--- src/rtl/reset_sequencer.sv ---
// rtl/reset_sequencer.sv - staged release of per-domain resets after the synchronized system reset.
// Optional macro RSTSEQ_REVERSE_ASSERT_EN: soft request shuts domains down in reverse order first.
module reset_sequencer #(
  parameter int NUM_DOMAINS = 4,
  parameter int MIN_ASSERT  = 8,
  parameter int STEP_CYCLES = 16
) (
  input  logic                   clk,
  input  logic                   rst_sync_n,
  input  logic                   soft_rst_req,
  output logic [NUM_DOMAINS-1:0] dom_rst_n,
  output logic                   seq_done,
  output logic                   busy
);

  localparam int CNT_MAX = (MIN_ASSERT > STEP_CYCLES) ? MIN_ASSERT : STEP_CYCLES;
  localparam int CW      = $clog2(CNT_MAX + 1);
  localparam int IW      = ($clog2(NUM_DOMAINS + 1) > 0) ? $clog2(NUM_DOMAINS + 1) : 1;

  // cnt holds the edges already spent, so the release edge sees compare-1
  localparam logic [CW-1:0] MA_LAST  = CW'(MIN_ASSERT - 1);
  localparam logic [CW-1:0] ST_LAST  = CW'(STEP_CYCLES - 1);
  localparam logic [IW-1:0] IDX_LAST = IW'(NUM_DOMAINS - 1);

  typedef enum logic [1:0] {
    S_ASSERT   = 2'd0,
    S_RELEASE  = 2'd1,
    S_DONE     = 2'd2,
    S_SHUTDOWN = 2'd3
  } state_t;

  state_t                 r_state, w_state_nxt;
  logic [CW-1:0]          r_cnt, w_cnt_nxt;
  logic [IW-1:0]          r_idx, w_idx_nxt;
  logic [NUM_DOMAINS-1:0] r_dom, w_dom_nxt;
  logic                   r_done, w_done_nxt;
  logic                   r_busy, w_busy_nxt;

  always_ff @(posedge clk or negedge rst_sync_n) begin
    if (!rst_sync_n) begin
      r_state <= S_ASSERT;
      r_cnt   <= '0;
      r_idx   <= '0;
      r_dom   <= '0;
      r_done  <= 1'b0;
      r_busy  <= 1'b1;
    end else begin
      r_state <= w_state_nxt;
      r_cnt   <= w_cnt_nxt;
      r_idx   <= w_idx_nxt;
      r_dom   <= w_dom_nxt;
      r_done  <= w_done_nxt;
      r_busy  <= w_busy_nxt;
    end
  end

  always_comb begin
    w_state_nxt = r_state;
    w_cnt_nxt   = r_cnt;
    w_idx_nxt   = r_idx;
    case (r_state)
      S_ASSERT: begin
        if (r_cnt == MA_LAST) begin
          w_cnt_nxt   = '0;
          w_idx_nxt   = IW'(1);
          w_state_nxt = (NUM_DOMAINS == 1) ? S_DONE : S_RELEASE;
        end else begin
          w_cnt_nxt = r_cnt + 1'b1;
        end
      end
      S_RELEASE: begin
        if (r_cnt == ST_LAST) begin
          w_cnt_nxt = '0;
          if (r_idx == IDX_LAST) w_state_nxt = S_DONE;
          else                   w_idx_nxt   = r_idx + 1'b1;
        end else begin
          w_cnt_nxt = r_cnt + 1'b1;
        end
      end
`ifdef RSTSEQ_REVERSE_ASSERT_EN
      S_SHUTDOWN: begin
        if (r_cnt == ST_LAST) begin
          w_cnt_nxt = '0;
          if (r_idx == '0) w_state_nxt = S_ASSERT;
          else             w_idx_nxt   = r_idx - 1'b1;
        end else begin
          w_cnt_nxt = r_cnt + 1'b1;
        end
      end
`endif
      default: ;
    endcase
`ifdef RSTSEQ_REVERSE_ASSERT_EN
    // a single domain drops at once, so the shutdown phase collapses into ASSERT
    if (soft_rst_req && (r_state != S_SHUTDOWN)) begin
      w_cnt_nxt = '0;
      if (NUM_DOMAINS == 1) begin
        w_state_nxt = S_ASSERT;
      end else begin
        w_state_nxt = S_SHUTDOWN;
        w_idx_nxt   = IW'(NUM_DOMAINS - 2);
      end
    end
`else
    if (soft_rst_req) begin
      w_cnt_nxt   = '0;
      w_state_nxt = S_ASSERT;
    end
`endif
  end

  always_comb begin
    w_dom_nxt  = r_dom;
    w_done_nxt = r_done;
    w_busy_nxt = r_busy;
    case (r_state)
      S_ASSERT: begin
        w_dom_nxt = '0;
        if (r_cnt == MA_LAST) begin
          w_dom_nxt[0] = 1'b1;
          if (NUM_DOMAINS == 1) begin
            w_done_nxt = 1'b1;
            w_busy_nxt = 1'b0;
          end
        end
      end
      S_RELEASE: begin
        if (r_cnt == ST_LAST) begin
          for (int k = 0; k < NUM_DOMAINS; k++)
            if (r_idx == IW'(k)) w_dom_nxt[k] = 1'b1;
          if (r_idx == IDX_LAST) begin
            w_done_nxt = 1'b1;
            w_busy_nxt = 1'b0;
          end
        end
      end
`ifdef RSTSEQ_REVERSE_ASSERT_EN
      S_SHUTDOWN: begin
        if (r_cnt == ST_LAST) begin
          for (int k = 0; k < NUM_DOMAINS; k++)
            if (r_idx == IW'(k)) w_dom_nxt[k] = 1'b0;
        end
      end
`endif
      default: ;
    endcase
`ifdef RSTSEQ_REVERSE_ASSERT_EN
    if (soft_rst_req && (r_state != S_SHUTDOWN)) begin
      w_dom_nxt[NUM_DOMAINS-1] = 1'b0;
      w_done_nxt               = 1'b0;
      w_busy_nxt               = 1'b1;
    end
`else
    if (soft_rst_req) begin
      w_dom_nxt  = '0;
      w_done_nxt = 1'b0;
      w_busy_nxt = 1'b1;
    end
`endif
  end

  assign dom_rst_n = r_dom;
  assign seq_done  = r_done;
  assign busy      = r_busy;

endmodule

--- config.mk ---
export PLATFORM = sky130hd
export DESIGN_NAME = reset_sequencer
export DESIGN_NICKNAME = d
export VERILOG_FILES = /design/src/rtl/reset_sequencer.sv
export SDC_FILE = /design/constraint.sdc
export NUM_CORES = 1
export LEC_CHECK = 0
export CAP_MARGIN = 5
export CORE_ASPECT_RATIO = 2
export CORE_UTILIZATION = 30
export DETAILED_ROUTE_END_ITERATION = 7
export HOLD_SLACK_MARGIN = 0.02
export PLACE_DENSITY = 0.55
export SLEW_MARGIN = 30
export SYNTH_ARGS = -nofsm -noshare
export SYNTH_HDL_FRONTEND = slang
export SYNTH_SLANG_ARGS = --single-unit
--- constraint.sdc ---
create_clock -name clk -period 2.39 [get_ports clk]
set_clock_uncertainty 0.1 [all_clocks]
set_input_delay 0.478 -clock clk [delete_from_list [all_inputs] [get_ports clk]]
set_output_delay 0.478 -clock clk [all_outputs]
set_load 0.01 [all_outputs]
* Yosys cells after proc, flatten, opt, wreduce, memory -nomap -nowiden
Cells that the tools add are included.
** Operators by class
- Add/subtract/negate cells :: 2
- Eq/ne operators :: 15
- Muxes and demuxes :: 28
- Reductions and logical operators :: 14
** Operators with widths (number)
- != test 3 bit, second input constant :: 6
- two-way mux 5 bit :: 3
- AND reduction 3 bit :: 5
- two-way mux 1 bit :: 12
- case mux 5 bit (2 select lines) :: 1
- two-way mux 3 bit :: 3
- two-way mux 2 bit :: 4
- two-way mux 4 bit :: 2
- case mux 4 bit (2 select lines) :: 1
- AND reduction 4 bit :: 2
- nonzero test 2 bit :: 4
- equality test 3 x 2 -> 1 bit, second input constant :: 2
- != test 2 bit, second input constant :: 3
- case mux 3 bit (2 select lines) :: 1
- adder 5 x 1 -> 5 bit, second input constant :: 1
- equality test 5 x 3 -> 1 bit, second input constant :: 1
- equality test 5 x 4 -> 1 bit, second input constant :: 1
- case mux 2 bit (2 select lines) :: 1
- adder 3 x 1 -> 3 bit, second input constant :: 1
- equality test 3 x 1 -> 1 bit, second input constant :: 1
- zero test 3 bit :: 1
- nonzero test 3 bit :: 1
- equality test 2 x 1 -> 1 bit, second input constant :: 1
- zero test 2 bit :: 1
** Storage, ports and cells
- Bits in registers :: 16
- Input bits :: 3
- Output and inout port bits :: 6

* Depth between registers and ports, before layout
Gate-level depths: netlist (run 1).
- Word-level depth :: 5
- Gate-level depth with buffers :: 7
- Mapped depth without buffers :: 7

* Worst setup path after synthesis (run 1)
Ideal clock, no wire load.
- Kind :: reg-to-reg
- Start point :: register r_cnt[0]
- End point :: register r_idx[2]
- Library setup time :: 0.075 ns
- Arrival :: 1.653 ns
- Data required time :: 2.215 ns
- Path slack :: 0.562 ns
- Cell stages (with the launch flop) :: 8
- Path buffers :: 0
- Period minus slack after synthesis :: 1.828 ns
- Cells stage by stage :: dfrtp_1 -> ha_1 -> nand3_1 -> inv_1 -> ha_1 -> or3b_1 -> o22a_1 -> o2bb2ai_2
** On the way
- Cells in the longest elaborated chain, start to end :: 3
- Elaborated cells between the ends (all ways) :: 5
- Those cells by class :: 4 x eq/ne; 1 x reduce/logical
** Ends and longest elaborated chain
- start: declaration :: RTL line 33 : logic [CW-1:0] r_cnt, w_cnt_nxt;
- start signal: assignment :: RTL line 49 : r_cnt <= w_cnt_nxt;
- equality test 5 x 4 -> 1 bit or equality test 5 x 3 -> 1 bit (tied branches) :: RTL line 72, 63
- != test 2 bit (no line)
- AND reduction 4 bit (no line) (*)
- end signal: assignment :: RTL line 50 : r_idx <= w_idx_nxt;
- end: declaration :: RTL line 34 : logic [IW-1:0] r_idx, w_idx_nxt;
Mark *: on every way between the ends. The rest lies on a longest branch, timed or not.
A chain may end at the register's enable or synchronous reset.

* Worst setup path after layout (run 1)
Same ends and word-level chain as after synthesis.

==> impl_results.md, run 1 <==
* Sum Neg Setup Slack at 0 ns
* Syn nets at a little under 100
* CP endpoint: r_idx[2]
* Setup Fix Bufs, Post-CTS at 0
* Max FO, Critical Path at 8
* Antenna Violating Nets Remaining at 0
* # clock sinks at 16
* Initial detailed-routing violation count at 16
* Final Critical Period at 2.02 ns
* Yosys warnings at 0
* Setup crit end kind: flip-flop
* Worst-Skew Late Latency at 0.25 ns
* CP arrival at 2.10 ns
* Largest family of logic cells by synthesized area: compound AO/OA/AOI/OAI gates
* Routability cong. at 0.714
* Largest net degree at the start of global routing at 17
* Max_slew headroom at 66.8%
* Syn Area/Cell at 10.3 sq um
* Core ar. at 2800 sq um
* Slew @ Worst Pin at 0.497 ns
* DR pass1 iterations at 2
* Logic pwr share at 10.9%
* Worst Setup Start Kind: flip-flop
* RSZ-0062 raised after global routing: false
* Net Switching at 144 uW
* Buf/Inv on CP at 1
* Gate Count Post-Synth at 87
* Most frequent cells in the layout: 15 x dfrtp_1, 9 x inv_1, 8 x a21oi_1, 8 x ha_1, 8 x clkdlybuf4s50_1
* Clock power share at 39.3%
* Crit path depth at 7
* Final setup fails at 0
* Mux cell area share after synthesis at about 2.2%
* Sw Share at 23.8%
* Vias in the first global route at 672
* N_diodes at 0
* Netlist cell types at 35
* Internal Power at 460 uW
* Worst R2R Setup Slack at between 0.3 and 0.4 ns
* Synthesized flop and latch total at 16
* Initial antenna violation count at 0
* Pleak at ~0.00044 uW
* Hold/Removal Path Class: reg2reg
* Rows at 27
* R2R depth at 7
* Worst-path cell chain: ha_1 > nand3_1 > inv_1 > ha_1 > or3b_1 > o22a_1 > o2bb2ai_2
* Flop pwr share at approximately half
* Crit-path slowest cell: or3b_1
* Die Y at 79.1 um
* Via count at 646
* Layout area overhead at 18.7%
* RR Endpoint: r_idx[2]
* Drt via density at ~5
* Total power at 604 uW
* Max Cap Violations at 0
* Die area at about 3200 sq um
* Number of I/O pins at 9
* Tot GR Track Use at 12.4%
* Peak supply drop at 0.369 mV
* TritonCTS clock tree: yes
* Final hold violation count at 0
* CP most frequent cell: ha_1
* Layout cells sized above 1 at around a tenth
* Clock root buffer: clkbuf_8
* Total global routing overflow at 0
* Post-synthesis simple-gate area fraction at 16.8%
* Number of remaining DRC errors at 0
* Drt total wl at 1710 um
* Final net count at between 100 and 150
* CTS H-tree depth at 1
* Starting Density at 31.8%
* Layout filler cell count at ~290
* Crit. Startpoint: r_cnt[0]
* Commonest non-fill, non-tap cell in the layout: dfrtp_1
* Crit-path max cell delay at around 0.43 ns
* Max clock buf depth at 2
* Sequential element share of the synthesized area at 45.0%
* Power density cells at 571 nW/um^2
* Worst Setup Path Type: reg2reg
* Compound-gate portion of the synthesized area at 18.5%
* CTS resizes at 0
* Synth Area in XOR/XNOR at 0.982%
* Worst r2r src: r_cnt[0]
* Worst hold start: busy
* First-pass GRT wire length at roughly 2900 um
* Avg WL per Cell at 13.6 um
* Max Freq at 496 MHz
* Final period util at 84.4%
* CTS Buf Count at 3
* Hold buffers post-CTS at 0
* PortBufs at 8
* Status: finished, final reports clean
* CTS clk-pin slew, worst paths at around 0.060 ns
* Post-Synth Adder-Cell Area at 11.2%
* CP required at 2.47 ns
* Mapped Area at roughly 890 sq um
* DP HPWL at 1360 um
* Die width at between 40 and 50 um
* Top delay family on crit path: simple AND/OR/NAND/NOR gates
* Fin. max-slew vios at 0
[kinds of logic (layout without fill, tap and decap cells)]
kind of cell    after synthesis  count (layout)
simple gates                 24              24
buf+inv                      12              22
compound gates               24              24
flops                        16              16
fa+ha+maj                     8               8
mux                           2               2
xor+xnor                      1               1
[layout make-up]
type | instances | area (sq um) | area share (%)
tap | 29 | 36.3 | 3.43
inverter | 9 | 33.8 | 3.19
sequential | 16 | 402 | 37.9
timing repair buffer | 9 | 87.6 | 8.27
multi-input combinational | 59 | 444 | 42.0
clock buffer | 4 | 55.1 | 5.20
[power groups by stage]
| stage | Combinational [uW] | Sequential, uW | Clock [uW] |
|---|---|---|---|
| 6_report | 65.8 | 301 | 238 |
| 5_1_grt | 75.7 | 302 | 252 |
| 4_1_cts | 67.1 | 300 | 245 |
| 3_5_place_dp | 66.7 | 306 | 0 |
| 3_3_place_gp | 66.3 | 305 | 0 |
| 2_1_floorplan | 47.2 | 302 | 0 |
[worst min-delay path by stage]
stage                        end  slack [ns]  cells after the start
detailed placement          busy        0.40                      1
CTS                         busy        0.41                      1
finish                      busy        0.41                      1
floorplan           dom_rst_n[0]        0.08                      0
global placement            busy        0.40                      1
global route                busy        0.43                      1
[stage by stage]
stage	instances	area (sq um)	util, %	hold slack [ns]	setup slack [ns]
final	126	1060	37.8	0.409	0.373
after floorplan	87	892	-	0.0824	0.562
after global routing	126	1060	37.8	0.434	0.194
after detailed placement	122	1000	35.8	0.403	0.384
after CTS	126	1060	37.8	0.413	0.365
after global placement	122	1000	35.8	0.401	0.427
[synthesized netlist by cell type]
| cell type | count | share of area, % |
|---|---|---|
| ha_1 | 8 | 11 |
| a22oi_1 | 1 | 0.84 |
| a31oi_1 | 1 | 0.70 |
| nor2_1 | 2 | 0.84 |
| o211ai_1 | 1 | 0.84 |
| nand2b_1 | 2 | 1.4 |
| nand3_1 | 2 | 1.1 |
| nor2b_1 | 2 | 1.4 |
| o21ai_1 | 1 | 0.56 |
| o22a_1 | 1 | 0.98 |
| or3_1 | 1 | 0.70 |
| nand4b_1 | 1 | 0.98 |
| and4bb_1 | 1 | 1.4 |
| a221oi_2 | 1 | 1.7 |
| a211oi_1 | 3 | 2.5 |
| or3b_1 | 1 | 0.98 |
| nor3b_2 | 1 | 1.4 |
| inv_1 | 9 | 3.8 |
| o21ai_0 | 3 | 1.7 |
| a21oi_1 | 8 | 4.5 |
| dfstp_2 | 1 | 2.9 |
| clkbuf_1 | 2 | 0.84 |
| nor3b_1 | 1 | 0.84 |
| nor3_1 | 3 | 1.7 |
| a22o_1 | 1 | 0.98 |
| nand2_1 | 5 | 2.1 |
| nor2_2 | 1 | 0.70 |
| o2bb2ai_2 | 1 | 1.7 |
| a21o_1 | 1 | 0.84 |
| o22ai_1 | 1 | 0.70 |
| dfrtp_1 | 15 | 42 |
| buf_2 | 1 | 0.56 |
| xor2_1 | 1 | 0.98 |
| nand4bb_1 | 1 | 1.3 |
| mux2i_1 | 2 | 2.2 |
[state kept, by name, indices dropped and copies added (netlist names)]
register   flops
busy           1
dom_rst_n      4
r_cnt          5
r_idx          3
r_state        2
seq_done       1
[routing by layer]
metal	GRT usage, %	share of wire, %	vias up
met2	21.0	56	9
met4	5.00	2.8	0
met3	0.838	1.6	6
li1	-	-	329
met5	0	0	-
met1	15.2	39	302
No activity file was read; power rests on OpenSTA's default activity.
==> run 2, diff against run 1 <==
--- a/config.mk
+++ b/config.mk
@@ -10,7 +10,7 @@
 export CORE_UTILIZATION = 30
 export DETAILED_ROUTE_END_ITERATION = 7
 export HOLD_SLACK_MARGIN = 0.02
-export PLACE_DENSITY = 0.55
+export PLACE_DENSITY = 0.57
 export SLEW_MARGIN = 30
 export SYNTH_ARGS = -nofsm -noshare
 export SYNTH_HDL_FRONTEND = slang
==> constraint.sdc (replaced) <==
create_clock -name clk -period 1.8 [get_ports clk]
set_clock_uncertainty 0.1 [all_clocks]
set_input_delay 0.36 -clock clk [delete_from_list [all_inputs] [get_ports clk]]
set_output_delay 0.36 -clock clk [all_outputs]
set_load 0.01 [all_outputs]
==> run 2 against run 1 <==
Effect of this change: flip-flop and latch count did not move; final cell count rose by 5.6%; sequential share of layout area fell by 2.2 points; critical path type is now reg2out; worst hold slack got worse by 0.093 ns; global-route usage rose by 2.6 points; total power rose by 32%; clock-buffer cell count did not move.
==> impl_results.md, run 2 (same netlist as run 1, synthesis figures left out) <==
* Max FO, Critical Path at 2
* Max_slew headroom at 66.8%
* Antenna Violating Nets Remaining at 0
* TritonCTS clock tree: yes
* Fin. max-slew vios at 0
* First-pass GRT wire length at 3260 um
* Die area at 3210 sq um
* Final period util at 97.7%
* Worst-path cell chain: clkdlybuf4s50_1
* Crit-path slowest cell: dfstp_2
* N_diodes at 0
* Slew @ Worst Pin at 0.496 ns
* Setup WS post-layout at 0.0420 ns
* Top delay family on crit path: flip-flops
* Layout cells sized above 1 at 20.2%
* Die Y at 79.1 um
* Number of I/O pins at 9
* Reg with most FFs: r_cnt
* Drt total wl at 1990 um
* Setup Fix Bufs, Post-CTS at 0
* Clock root buffer: clkbuf_8
* Routability cong. at 0.795
* Layout area overhead at 25.9%
* Rows at 27
* Status: finished, final reports clean
* Peak supply drop at 0.425 mV
* Sum Neg Setup Slack at 0 ns
* Max clock buf depth at 2
* CTS H-tree depth at 1
* CP arrival at 1.30 ns
* R2R depth at 7
* Final setup fails at 0
* Via count at 683
* Buf/Inv on CP at 1
* CTS clk-pin slew, worst paths at 0.06 ns
* Final hold violation count at 0
* Hold/Removal Path Class: in2async
* DP HPWL at 1500 um
* Starting Density at 31.8%
* Setup crit end kind: primary output
* Die width at around 40 um
* Worst-Skew Late Latency at 0.26 ns
* CTS Buf Count at 3
* Drt via density at 5.14
* Most frequent cells in the layout: 15 x dfrtp_1, 8 x inv_1, 8 x a21oi_1, 8 x clkdlybuf4s50_1, 8 x buf_4
* Initial detailed-routing violation count at 14
* CP required at about 1.3 ns
* Power density cells at 709 nW/um^2
* Worst Setup Path Type: reg2out
* Initial antenna violation count at 0
* Hold WS at 0.316 ns
* Tot GR Track Use at ~15%
* Avg WL per Cell at around 15 um
* Crit-path max cell delay at 0.53 ns
* Max Freq at 569 MHz
* Total global routing overflow at 0
* Core ar. at roughly 2800 sq um
* Final net count at 116
* Worst Setup Start Kind: flip-flop
* Crit path depth at 1
* Commonest non-fill, non-tap cell in the layout: dfrtp_1
* Vias in the first global route at approximately 750
* PortBufs at 8
* Largest net degree at the start of global routing at 17
* Max Cap Violations at 0
* DR pass1 iterations at 4
* Max reg flops at 5
* Number of remaining DRC errors at 0
* Final Critical Period at 1.76 ns
* Pleak at roughly 0.00047 uW
* Setup WS pre-CTS at ~0.036 ns
* # clock sinks at 16
[run 2: cell count changes in the layout (fill, tap and decap cells not counted), sizes merged]
cell and change:
buf +7
[run 2: layout make-up]
class                      instances  area (sq um)
timing repair buffer              16           140
multi-input combinational         59           467
clock buffer                       4          45.0
fill                             284          1680
inverter                           9          33.8
sequential                        16           402
tap                               29          36.3
[run 2: stage by stage]
step                instance area, sq um  utilization (%)  cells  total power, uW
floorplan                            910                -     87              464
global placement                    1070             38.3    129              522
detailed placement                  1070             38.3    129              524
CTS                                 1120             39.9    133              812
global route                        1120             40.1    133              840
finish                              1120             40.1    133              796
[run 2: per-layer routing]
layer / track usage [%] / up-vias / wire length (um)
met1: 14.7 / 326 / 764
li1: - / 345 / -
met3: 2.51 / 5 / 37
met5: 0 / - / 0
met2: 26.7 / 7 / 1130
met4: 8.00 / 0 / 57
[run 2: power by group]
group	leakage [uW]	total [uW]	switching, uW	internal [uW]
combinational	0.000232	127	65.5	61.5
clock	0.0000228	281	124	157
sequential	0.000215	388	10.4	377
[run 2: path summary, 6_finish.rpt]
kind                       startpoint            to  slack, ns
setup / recovery                 busy          busy       0.04
hold / removal             rst_sync_n  dom_rst_n[0]       0.32
setup reg to reg             r_cnt[1]      r_idx[2]       0.07
hold reg to reg              seq_done      seq_done       0.41
max in group asynchronous  rst_sync_n          busy       1.03
min in group clk             seq_done      seq_done       0.41
[run 2: timing repair]
action / 4_1_cts / 5_1_grt
hold buffers: 0 / 0
endpoints found under the setup margin: 0 / 3
resized for setup: 0 / 2
==> run 3, diff against run 2 <==
--- a/config.mk
+++ b/config.mk
@@ -10,6 +10,7 @@
 export CORE_UTILIZATION = 30
 export DETAILED_ROUTE_END_ITERATION = 7
 export HOLD_SLACK_MARGIN = 0.02
+export MAX_ROUTING_LAYER = met4
 export PLACE_DENSITY = 0.57
 export SLEW_MARGIN = 30
 export SYNTH_ARGS = -nofsm -noshare
==> results of run 3 <==
No change in the layout: final DEF, timing and power equal those of run 2.
Among the figures that moved: final weighted congestion in routability-driven placement 0.795 -> 0.806; overall routing resource usage 15.0% -> 15.3%
